===== config.mk =====
export PLATFORM = sky130hd
export DESIGN_NAME = of_hazard_ctrl_flat
export DESIGN_NICKNAME = d
export VERILOG_FILES = /design/src/rtl/pipe_ctrl_pkg.sv /design/src/rtl/of_hazard_ctrl_if.sv /design/src/rtl/reg_scoreboard.sv /design/src/rtl/of_hazard_ctrl.sv /design/src/flat_wrapper.sv
export SDC_FILE = /design/constraint.sdc
export NUM_CORES = 1
export LEC_CHECK = 0
export ABC_AREA = 1
export CAP_MARGIN = 40
export CORE_MARGIN = 1.5
export CORE_UTILIZATION = 56
export DETAILED_ROUTE_END_ITERATION = 12
export PLACE_DENSITY = 0.8
export SETUP_SLACK_MARGIN = 0.4
export SYNTH_ARGS = -nofsm -noshare
export SYNTH_HDL_FRONTEND = slang
export SYNTH_SLANG_ARGS = --single-unit

===== constraint.sdc =====
create_clock -name clk -period 2.2 [get_ports clk]
set_input_delay 0.44 -clock clk [delete_from_list [all_inputs] [get_ports clk]]
set_output_delay 0.44 -clock clk [all_outputs]
set_load 0.01 [all_outputs]

===== src/rtl/pipe_ctrl_pkg.sv =====
// Shared types and constants for the pipeline interlock logic.
package pipe_ctrl_pkg;

    typedef enum logic [1:0] {
        RUN   = 2'd0,
        STALL = 2'd1,
        FLUSH = 2'd2
    } pipe_state_e;

    localparam int          REG_W    = 4;
    localparam int          RA_IDX   = 15;
    localparam logic [31:0] NOP_INSN = 32'h6800_0000;

endpackage


===== src/rtl/of_hazard_ctrl_if.sv =====
// OF-stage hazard handshake: the pipeline (master) presents the OF instruction,
// the interlock controller (slave) answers with stall/bubble/flush/issue.
interface of_hazard_ctrl_if #(
    parameter int CNT_W = 16
);
    import pipe_ctrl_pkg::*;

    logic             of_valid;
    logic [REG_W-1:0] of_rs1;
    logic [REG_W-1:0] of_rs2;
    logic             of_uses_rs1;
    logic             of_uses_rs2;
    logic             of_writes_rd;
    logic [REG_W-1:0] of_rd;
    logic             ex_branch_taken;

    logic             stall;
    logic             bubble_ex;
    logic             flush_if_of;
    logic             issue;
    logic [1:0]       state;
    logic [CNT_W-1:0] stall_count;

    modport master (
        output of_valid, of_rs1, of_rs2, of_uses_rs1, of_uses_rs2,
               of_writes_rd, of_rd, ex_branch_taken,
        input  stall, bubble_ex, flush_if_of, issue, state, stall_count
    );

    modport slave (
        input  of_valid, of_rs1, of_rs2, of_uses_rs1, of_uses_rs2,
               of_writes_rd, of_rd, ex_branch_taken,
        output stall, bubble_ex, flush_if_of, issue, state, stall_count
    );

endinterface


===== src/rtl/reg_scoreboard.sv =====
// Per-register countdown of cycles until a pending write becomes readable.
// Two combinational busy read ports, one set port, global decrement.
module reg_scoreboard
    import pipe_ctrl_pkg::*;
#(
    parameter int WB_LATENCY = 3,
    parameter int NUM_REGS   = 16,
    parameter int CW         = $clog2(WB_LATENCY + 1)
) (
    input  logic             clk,
    input  logic             reset,
    input  logic [REG_W-1:0] rd_addr_a,
    input  logic [REG_W-1:0] rd_addr_b,
    output logic             busy_a,
    output logic             busy_b,
    input  logic             set_en,
    input  logic [REG_W-1:0] set_addr
);

    logic [CW-1:0] cnt [NUM_REGS];

    // A set on the same entry wins over its decrement.
    always_ff @(posedge clk or posedge reset) begin
        if (reset) begin
            for (int r = 0; r < NUM_REGS; r++) cnt[r] <= '0;
        end else begin
            for (int r = 0; r < NUM_REGS; r++) begin
                if (set_en && set_addr == REG_W'(r))
                    cnt[r] <= CW'(WB_LATENCY);
                else if (cnt[r] != '0)
                    cnt[r] <= cnt[r] - CW'(1);
            end
        end
    end

    assign busy_a = (cnt[rd_addr_a] != '0);
    assign busy_b = (cnt[rd_addr_b] != '0);

endmodule


===== src/rtl/of_hazard_ctrl.sv =====
// OF-stage interlock: stalls on scoreboard RAW hazards, squashes on taken
// branches, and counts stall cycles.
//   state | meaning
//   RUN   | normal flow, OF issues when valid and hazard-free
//   STALL | previous cycle stalled on a pending source register
//   FLUSH | OF holds a squashed instruction; inject bubble, no issue
module of_hazard_ctrl
    import pipe_ctrl_pkg::*;
#(
    parameter int WB_LATENCY = 3,
    parameter int NUM_REGS   = 16,
    parameter int CNT_W      = 16
) (
    input  logic              clk,
    input  logic              reset,
    of_hazard_ctrl_if.slave   bus
);

    localparam logic [1:0] ST_RUN   = RUN;
    localparam logic [1:0] ST_STALL = STALL;
    localparam logic [1:0] ST_FLUSH = FLUSH;

    logic [1:0]       state_q, state_d;
    logic [CNT_W-1:0] stall_count_q;
    logic             busy_rs1, busy_rs2, hazard;
    logic             stall, bubble_ex, flush_if_of, issue;

    reg_scoreboard #(
        .WB_LATENCY (WB_LATENCY),
        .NUM_REGS   (NUM_REGS)
    ) u_scoreboard (
        .clk       (clk),
        .reset     (reset),
        .rd_addr_a (bus.of_rs1),
        .rd_addr_b (bus.of_rs2),
        .busy_a    (busy_rs1),
        .busy_b    (busy_rs2),
        .set_en    (issue && bus.of_writes_rd),
        .set_addr  (bus.of_rd)
    );

    assign hazard = bus.of_valid &&
                    ((bus.of_uses_rs1 && busy_rs1) || (bus.of_uses_rs2 && busy_rs2));

    always_comb begin
        stall       = 1'b0;
        bubble_ex   = 1'b0;
        flush_if_of = 1'b0;
        issue       = 1'b0;
        state_d     = ST_RUN;
        if (reset) begin
            issue = bus.of_valid;
        end else if (bus.ex_branch_taken) begin
            flush_if_of = 1'b1;
            bubble_ex   = 1'b1;
            state_d     = ST_FLUSH;
        end else if (state_q == ST_FLUSH) begin
            bubble_ex = 1'b1;
        end else if (hazard) begin
            stall     = 1'b1;
            bubble_ex = 1'b1;
            state_d   = ST_STALL;
        end else begin
            issue = bus.of_valid;
        end
    end

    always_ff @(posedge clk or posedge reset) begin
        if (reset) begin
            state_q       <= ST_RUN;
            stall_count_q <= '0;
        end else begin
            state_q <= state_d;
            if (stall && stall_count_q != '1)
                stall_count_q <= stall_count_q + CNT_W'(1);
        end
    end

    assign bus.stall       = stall;
    assign bus.bubble_ex   = bubble_ex;
    assign bus.flush_if_of = flush_if_of;
    assign bus.issue       = issue;
    assign bus.state       = state_q;
    assign bus.stall_count = stall_count_q;

endmodule

===== src/flat_wrapper.sv =====
// flat-port wrapper written by rule: the top's interface ports become plain ports
module of_hazard_ctrl_flat import pipe_ctrl_pkg::*;
#(
    parameter int WB_LATENCY = 3,
    parameter int NUM_REGS   = 16,
    parameter int CNT_W      = 16
)
  (clk, reset, bus_of_valid, bus_of_rs1, bus_of_rs2, bus_of_uses_rs1, bus_of_uses_rs2, bus_of_writes_rd, bus_of_rd, bus_ex_branch_taken, bus_stall, bus_bubble_ex, bus_flush_if_of, bus_issue, bus_state, bus_stall_count);
  of_hazard_ctrl_if #(.CNT_W(CNT_W)) bus_i ();
  input  logic clk;
  input  logic reset;
  input wire logic [$bits(bus_i.of_valid)-1:0] bus_of_valid;
  input wire logic [$bits(bus_i.of_rs1)-1:0] bus_of_rs1;
  input wire logic [$bits(bus_i.of_rs2)-1:0] bus_of_rs2;
  input wire logic [$bits(bus_i.of_uses_rs1)-1:0] bus_of_uses_rs1;
  input wire logic [$bits(bus_i.of_uses_rs2)-1:0] bus_of_uses_rs2;
  input wire logic [$bits(bus_i.of_writes_rd)-1:0] bus_of_writes_rd;
  input wire logic [$bits(bus_i.of_rd)-1:0] bus_of_rd;
  input wire logic [$bits(bus_i.ex_branch_taken)-1:0] bus_ex_branch_taken;
  output wire logic [$bits(bus_i.stall)-1:0] bus_stall;
  output wire logic [$bits(bus_i.bubble_ex)-1:0] bus_bubble_ex;
  output wire logic [$bits(bus_i.flush_if_of)-1:0] bus_flush_if_of;
  output wire logic [$bits(bus_i.issue)-1:0] bus_issue;
  output wire logic [$bits(bus_i.state)-1:0] bus_state;
  output wire logic [$bits(bus_i.stall_count)-1:0] bus_stall_count;
  assign bus_i.of_valid = bus_of_valid;
  assign bus_i.of_rs1 = bus_of_rs1;
  assign bus_i.of_rs2 = bus_of_rs2;
  assign bus_i.of_uses_rs1 = bus_of_uses_rs1;
  assign bus_i.of_uses_rs2 = bus_of_uses_rs2;
  assign bus_i.of_writes_rd = bus_of_writes_rd;
  assign bus_i.of_rd = bus_of_rd;
  assign bus_i.ex_branch_taken = bus_ex_branch_taken;
  assign bus_stall = bus_i.stall;
  assign bus_bubble_ex = bus_i.bubble_ex;
  assign bus_flush_if_of = bus_i.flush_if_of;
  assign bus_issue = bus_i.issue;
  assign bus_state = bus_i.state;
  assign bus_stall_count = bus_i.stall_count;
  of_hazard_ctrl #(.WB_LATENCY(WB_LATENCY), .NUM_REGS(NUM_REGS), .CNT_W(CNT_W)) u_core (.clk(clk), .reset(reset), .bus(bus_i));
endmodule

After elaboration in Yosys (flattened, before gate mapping)

Cells that the tools add are included.

Register bits after elaboration: 50
Output and inout bits: 22
Word-level logic and storage cells: 168

Add/sub/neg operators: 17
$lt $le $gt $ge: 2
Equal/unequal tests: 17
Multiplexer cells: 55
Bitwise logic cells: 2
Reduce and logical (&&, ||, !) cells: 57

Operators by type and width:

| cell                                                                | count |
|---|---|
| 2-bit two-way mux                                                   | 39 |
| 2-bit nonzero test                                                  | 34 |
| 4-bit == test (second input constant)                               | 8 |
| 2-bit by 1-bit subtractor with 2-bit output (second input constant) | 16 |
| 1-bit logical AND                                                   | 21 |
| 16-bit by 1-bit adder with 16-bit output (second input constant)    | 1 |
| 2-bit binary-select mux with 4-bit select                           | 2 |
| 4-bit by 3-bit == test with 1-bit output (second input constant)    | 4 |
| 16-bit inequality test (second input constant)                      | 1 |
| 1-bit two-way mux                                                   | 14 |
| 5-bit greater-or-equal comparator (second input constant)           | 2 |
| 4-bit inverter with 5-bit output                                    | 2 |
| 4-bit by 2-bit == test with 1-bit output (second input constant)    | 2 |
| 4-bit by 1-bit == test with 1-bit output (second input constant)    | 1 |
| 4-bit logical NOT                                                   | 1 |
| 2-bit == test (second input constant)                               | 1 |
| 1-bit logical OR                                                    | 1 |

Longest topological paths before layout

Word-level depth: 15
Mapped depth: 14
Gate-level depth less buffers: 12

Cells and area by module

Synthesis repeated with hierarchy kept, for this count alone.

Cell total of the unflattened synthesis: 428
Area total of the unflattened synthesis: 3153.0 µm²

Modules (own cells, without submodules):

| module         | times used | cells an instance | area each (µm²) |
|---|---|---|---|
| reg_scoreboard | 1          | 258               | 1998.2 |
| of_hazard_ctrl | 1          | 170               | 1154.9 |

Worst setup path after synthesis

OpenSTA, ideal clock, no wires.

Kind: in2out
Start point: in bus_of_rs1[0]
End point: out bus_issue
Arrival time: 1.396 ns
Data required time: 1.760 ns
Setup slack: 0.364 ns
Stages on the path: 11
Buffers on the path: 2
Cell sequence: buf_6 inv_4 nand2_1 nand2_1 nand2_1 nand3_1 nand3_2 nand3_4 nand3b_1 nand2_2 buf_6

Cells in the longest elaborated chain, start to end: 12

Ends and longest elaborated chain:

| element                                                | line                 | text |
|---|---|---|
| from (decl)                                            | flat_wrapper.sv:13   | `input wire logic [$bits(bus_i.of_rs1)-1:0] bus_of_rs1;` |
| 4-bit inverter with 5-bit output (not written as such) | reg_scoreboard.sv:36 | `assign busy_a = (cnt[rd_addr_a] != '0);` |
| 2-bit binary-select mux with 4-bit select              | reg_scoreboard.sv:36 |  |
| 2-bit two-way mux (not written as such) (2 in series)  | reg_scoreboard.sv:36 |  |
| 2-bit nonzero test                                     | reg_scoreboard.sv:36 |  |
| 1-bit logical AND                                      | of_hazard_ctrl.sv:43 | `((bus.of_uses_rs1 && busy_rs1) \|\| (bus.of_uses_rs2 && busy_rs2));` |
| 1-bit logical OR                                       | of_hazard_ctrl.sv:43 |  |
| 1-bit logical AND                                      | of_hazard_ctrl.sv:42 | `assign hazard = bus.of_valid &&` |
| 1-bit two-way mux                                      | of_hazard_ctrl.sv:59 | `end else if (hazard) begin` |
| 1-bit two-way mux                                      | of_hazard_ctrl.sv:57 | `end else if (state_q == ST_FLUSH) begin` |
| 1-bit two-way mux                                      | of_hazard_ctrl.sv:53 | `end else if (bus.ex_branch_taken) begin` |
| 1-bit two-way mux                                      | of_hazard_ctrl.sv:51 | `if (reset) begin` |
| to (decl)                                              | flat_wrapper.sv:23   | `output wire logic [$bits(bus_i.issue)-1:0] bus_issue;` |

Every way passes these cells. The select of a mux whose other input is x is not followed.

Worst setup path in the final report

Start point: reg u_core.u_scoreboard.cnt[4] in the netlist's numbering
End point: out bus_bubble_ex

Cells in the longest elaborated chain, start to end: 11
Elaborated cells on any way between the ends: 16
Those cells by class: mux: 10; reduce/logical: 6

Ends and longest elaborated chain:

| element                                                      | line                                       | text |
|---|---|---|
| from (decl)                                                  | reg_scoreboard.sv:20                       | `logic [CW-1:0] cnt [NUM_REGS];` |
| from (signal, indexed assignment)                            | reg_scoreboard.sv:29                       | `cnt[r] <= CW'(WB_LATENCY);` |
| from (signal, indexed assignment)                            | reg_scoreboard.sv:31                       | `cnt[r] <= cnt[r] - CW'(1);` |
| 2-bit binary-select mux with 4-bit select (on tied branches) | reg_scoreboard.sv:36, reg_scoreboard.sv:37 |  |
| 2-bit two-way mux (on tied branches) (2 in series)           | reg_scoreboard.sv:36, reg_scoreboard.sv:37 |  |
| 2-bit nonzero test (on tied branches)                        | reg_scoreboard.sv:36, reg_scoreboard.sv:37 |  |
| 1-bit logical AND                                            | of_hazard_ctrl.sv:43                       |  |
| 1-bit logical OR (*)                                         | of_hazard_ctrl.sv:43                       |  |
| 1-bit logical AND (*)                                        | of_hazard_ctrl.sv:42                       |  |
| 1-bit two-way mux (*)                                        | of_hazard_ctrl.sv:59                       |  |
| 1-bit two-way mux (*)                                        | of_hazard_ctrl.sv:57                       |  |
| 1-bit two-way mux (*)                                        | of_hazard_ctrl.sv:53                       |  |
| 1-bit two-way mux (*)                                        | of_hazard_ctrl.sv:51                       |  |
| to (decl)                                                    | flat_wrapper.sv:21                         | `output wire logic [$bits(bus_i.bubble_ex)-1:0] bus_bubble_ex;` |

Mark *: on every way between the ends. The rest lies on a longest branch, timed or not. The select of a mux whose other input is x is not followed.

==> metrics.md <==
| Metric | Value |
|---|---|
| P_leak | `around 2.5 nW` |
| Gr ovfl total | `0` |
| DRC viols | `0` |
| Initial DRC Count | `between 400 and 500` |
| Share of cells above drive strength 1 | `about 36%` |
| IO Count | `41` |
| Routed Antenna Nets | `0` |
| FF/Latch Area | `between 1000 and 1500 sq um` |
| Most common cell after layout, fill and taps aside | `nand2_1` |
| DR vias | `approximately 3700` |
| Core Footprint | `approximately 5600 sq um` |
| CP required | `1.76 ns` |
| Distinct cells, synth | `27` |
| Final worst-path cycle share | `107%` |
| Status | `finished with violations` |
| Ant diodes | `0` |
| Largest net degree at the start of global routing | `44` |
| WHS | `around 0.22 ns` |
| Placed insts | `575` |
| Via-to-Cell Ratio | `6.08` |
| Largest cells by area after synthesis | `dfrtp_1 38%, nand2_1 16%, nand3_1 8.5%, ha_1 6.5%, xor2_1 6.4%` |
| RSZ-0062 raised after global routing | `yes` |
| Post-Syn Area per Cell | `7.46 sq um` |
| Final Hold Violating Endpoints | `0` |
| Synthesized net count | `~480` |
| Vias in the first global route | `about 3200` |
| FMAX | `roughly 0.42 GHz` |
| Share of the synthesized area in the top cell type | `between 30% and 40%` |
| Hold Crit Class | `in2async` |
| Clk_lat worst skew | `about 0.32 ns` |
| Maximum vdd drop | `around 0.0011 V` |
| Post-route setup TNS | `-0.633 ns` |
| Critical path capture point type | `output pin` |
| Post-route setup slack | `-0.164 ns` |
| H-tree depth | `2` |
| FILL cells | `roughly 260` |
| CTS Buf Count | `5` |
| Num rows | `27` |
| First-pass GRT wire length | `~15 mm` |
| Post-Syn Area | `about 3300 sq um` |
| Peak fanout along the critical path | `3` |
| Largest area contributor in the netlist | `dfrtp_1` |
| Most frequent cells in the layout | `84 x nand2_1, 44 x nand2_2, 42 x dfrtp_1, 39 x nor2_1, 37 x inv_1` |
| Clock tree buffer depth | `2` |
| Crit path kind | `reg2out` |
| WP data arrival | `1.92 ns` |
| Crit path cell chain | `inv_2 > nand3_4 > nand2_1 > nand2_1 > nand3_1 > nand3_1 > nand3_2 > nand2_4 > nand2_2 > a21oi_2 > buf_2` |
| Routability congestion estimate | `a little under 0.9` |
| Syn Inst Count | `440` |
| Initial antenna violation count | `0` |
| CTS tree | `built` |
| Critical Path Start Type | `flip-flop` |
| Failing checks | `setup timing` |
| Worst slew margin | `approximately 49%` |
| Reg clk slew, reported paths | `~0.1 ns` |
| Drt wl/cell | `~19 um` |
| Finished Layout Cells | `between 600 and 700` |
| Gr usage total | `roughly 30%` |
| Max-cap violation count | `0` |
| Multi-input logic area | `about 2200 sq um` |
| Layout Area Growth over Synthesis | `47.7%` |
| PwrDens | `between 1000 and 1500 nW/um^2` |
| Min Tclk post-route | `about 2.4 ns` |
| Synth warn | `0` |
| DP HPWL | `5.83 mm` |
| Die height | `79.5 um` |
| Die X | `between 70 and 80 um` |
| Delay-heaviest family, CP | `simple AND/OR/NAND/NOR gates` |
| Fin. max-slew vios | `0` |
| Port bufs | `40` |
| Hold Buf Count CTS | `0` |
| Nets | `between 500 and 600` |
| CP max stage cell | `dfrtp_1` |
| CP max stage delay | `~0.42 ns` |
| Seq/Total Area, Yosys | `between 30% and 40%` |
| Clock Skews | `0.0139 ns` |
| Synth Register Bits | `50` |
| Post-Route WL | `11.7 mm` |
| Worst slack, placed | `-0.683 ns` |
| First-pass DRT Iterations | `6` |
| Worst-Margin Slew | `0.760 ns` |
| Clk root buf | `clkbuf_8` |
| CP Buf/Inv Count | `2` |
| DIE AREA | `~6300 sq um` |
| Initial Util | `around three fifths` |
| Final setup fails | `15` |
| Util after Layout | `approximately 87%` |
| Clock Sinks | `50` |
==> metrics by stage <==
step           cell area [sq um]  power [mW]
2_1_floorplan               3300        3.07
3_3_place_gp                3990        3.69
3_5_place_dp                3990        3.88
4_1_cts                     4450        4.72
5_1_grt                     4850        5.75
6_report                    4850        5.45
==> per-layer routing <==
metal | track usage, % | part of all wire (%)
met4 | 13.9 | 6.1
met2 | 50.5 | 48
met1 | 36.5 | 38
met5 | 0 | 0
met3 | 6.06 | 8.6
==> repair_timing <==
action	in CTS	in global routing
pin swaps	22	16
resized for setup	81	103
endpoints found under the setup margin	53	58
cloned	3	0
buffers inserted	7	9
==> worst reg2reg max path, delay by kind of cell (launching register included) <==
kind | cells | cell delay, ns
AND/OR/NAND/NOR | 9 | 1.05
AO/OA/AOI/OAI | 1 | 0.14
flip-flops | 1 | 0.41
buffers and inverters | 5 | 0.59
==> sequential cells by signal, indices dropped and copies added (netlist names) <==
| register | count |
|---|---|
| u_core.u_scoreboard.cnt | 32 |
| u_core.bus.stall_count | 16 |
| u_core.bus.state | 2 |
==> report_power, final <==
group          total [mW]  leakage [nW]  switching [mW]  internal [mW]
combinational        3.19          1.84            1.82           1.37
clock               0.674        0.0514           0.334          0.340
sequential           1.58         0.612           0.293           1.29
total                5.45          2.51            2.44           3.00
==> kinds of logic after synthesis <==
group	count (synthesis)	share of synthesized area [%]
AOI/OAI and AO/OA	20	3.05
xor gates and xnor gates	30	8.01
adders and majority gates	17	6.48
buffers and inverters	65	8.73
DFF	50	38.1
and+or+nand+nor	258	35.6
==> Yosys cell counts, drive strengths merged <==
library cell	count
clkinv	2
dfrtp	50
nand2	142
xnor2	6
nand3	62
inv	56
nor4	2
ha	17
nand3b	2
nor3	3
clkbuf	2
a21oi	18
o21ai	2
nor2	44
nand4	3
xor2	24
buf	5
==> path summary, 6_finish.rpt <==
path                                                  start                           to  slack (ns)  cells past startpoint
worst max-delay path             u_core.u_scoreboard.cnt[4]                bus_bubble_ex       -0.16                     11
min in group clk                                      reset          u_core.bus.state[1]        0.48                      3
worst min-delay path                                  reset          u_core.bus.state[1]        0.22                      3
worst max register to register   u_core.u_scoreboard.cnt[3]   u_core.u_scoreboard.cnt[9]       -0.05                     15
max in group asynchronous                             reset    u_core.bus.stall_count[7]        1.48                      4
worst min register to register  u_core.u_scoreboard.cnt[27]  u_core.u_scoreboard.cnt[27]        0.50                      2
==> cell type report <==
class	instances	share of cell area, %
Timing Repair Buffer	90	19.2
Sequential cell	50	26.0
Inverter	58	4.72
Clock inverter	2	0.774
Clock buffer	6	1.50
Tap cell	72	1.86
Multi-Input combinational cell	325	45.9
No activity file was read; power rests on OpenSTA's default activity.
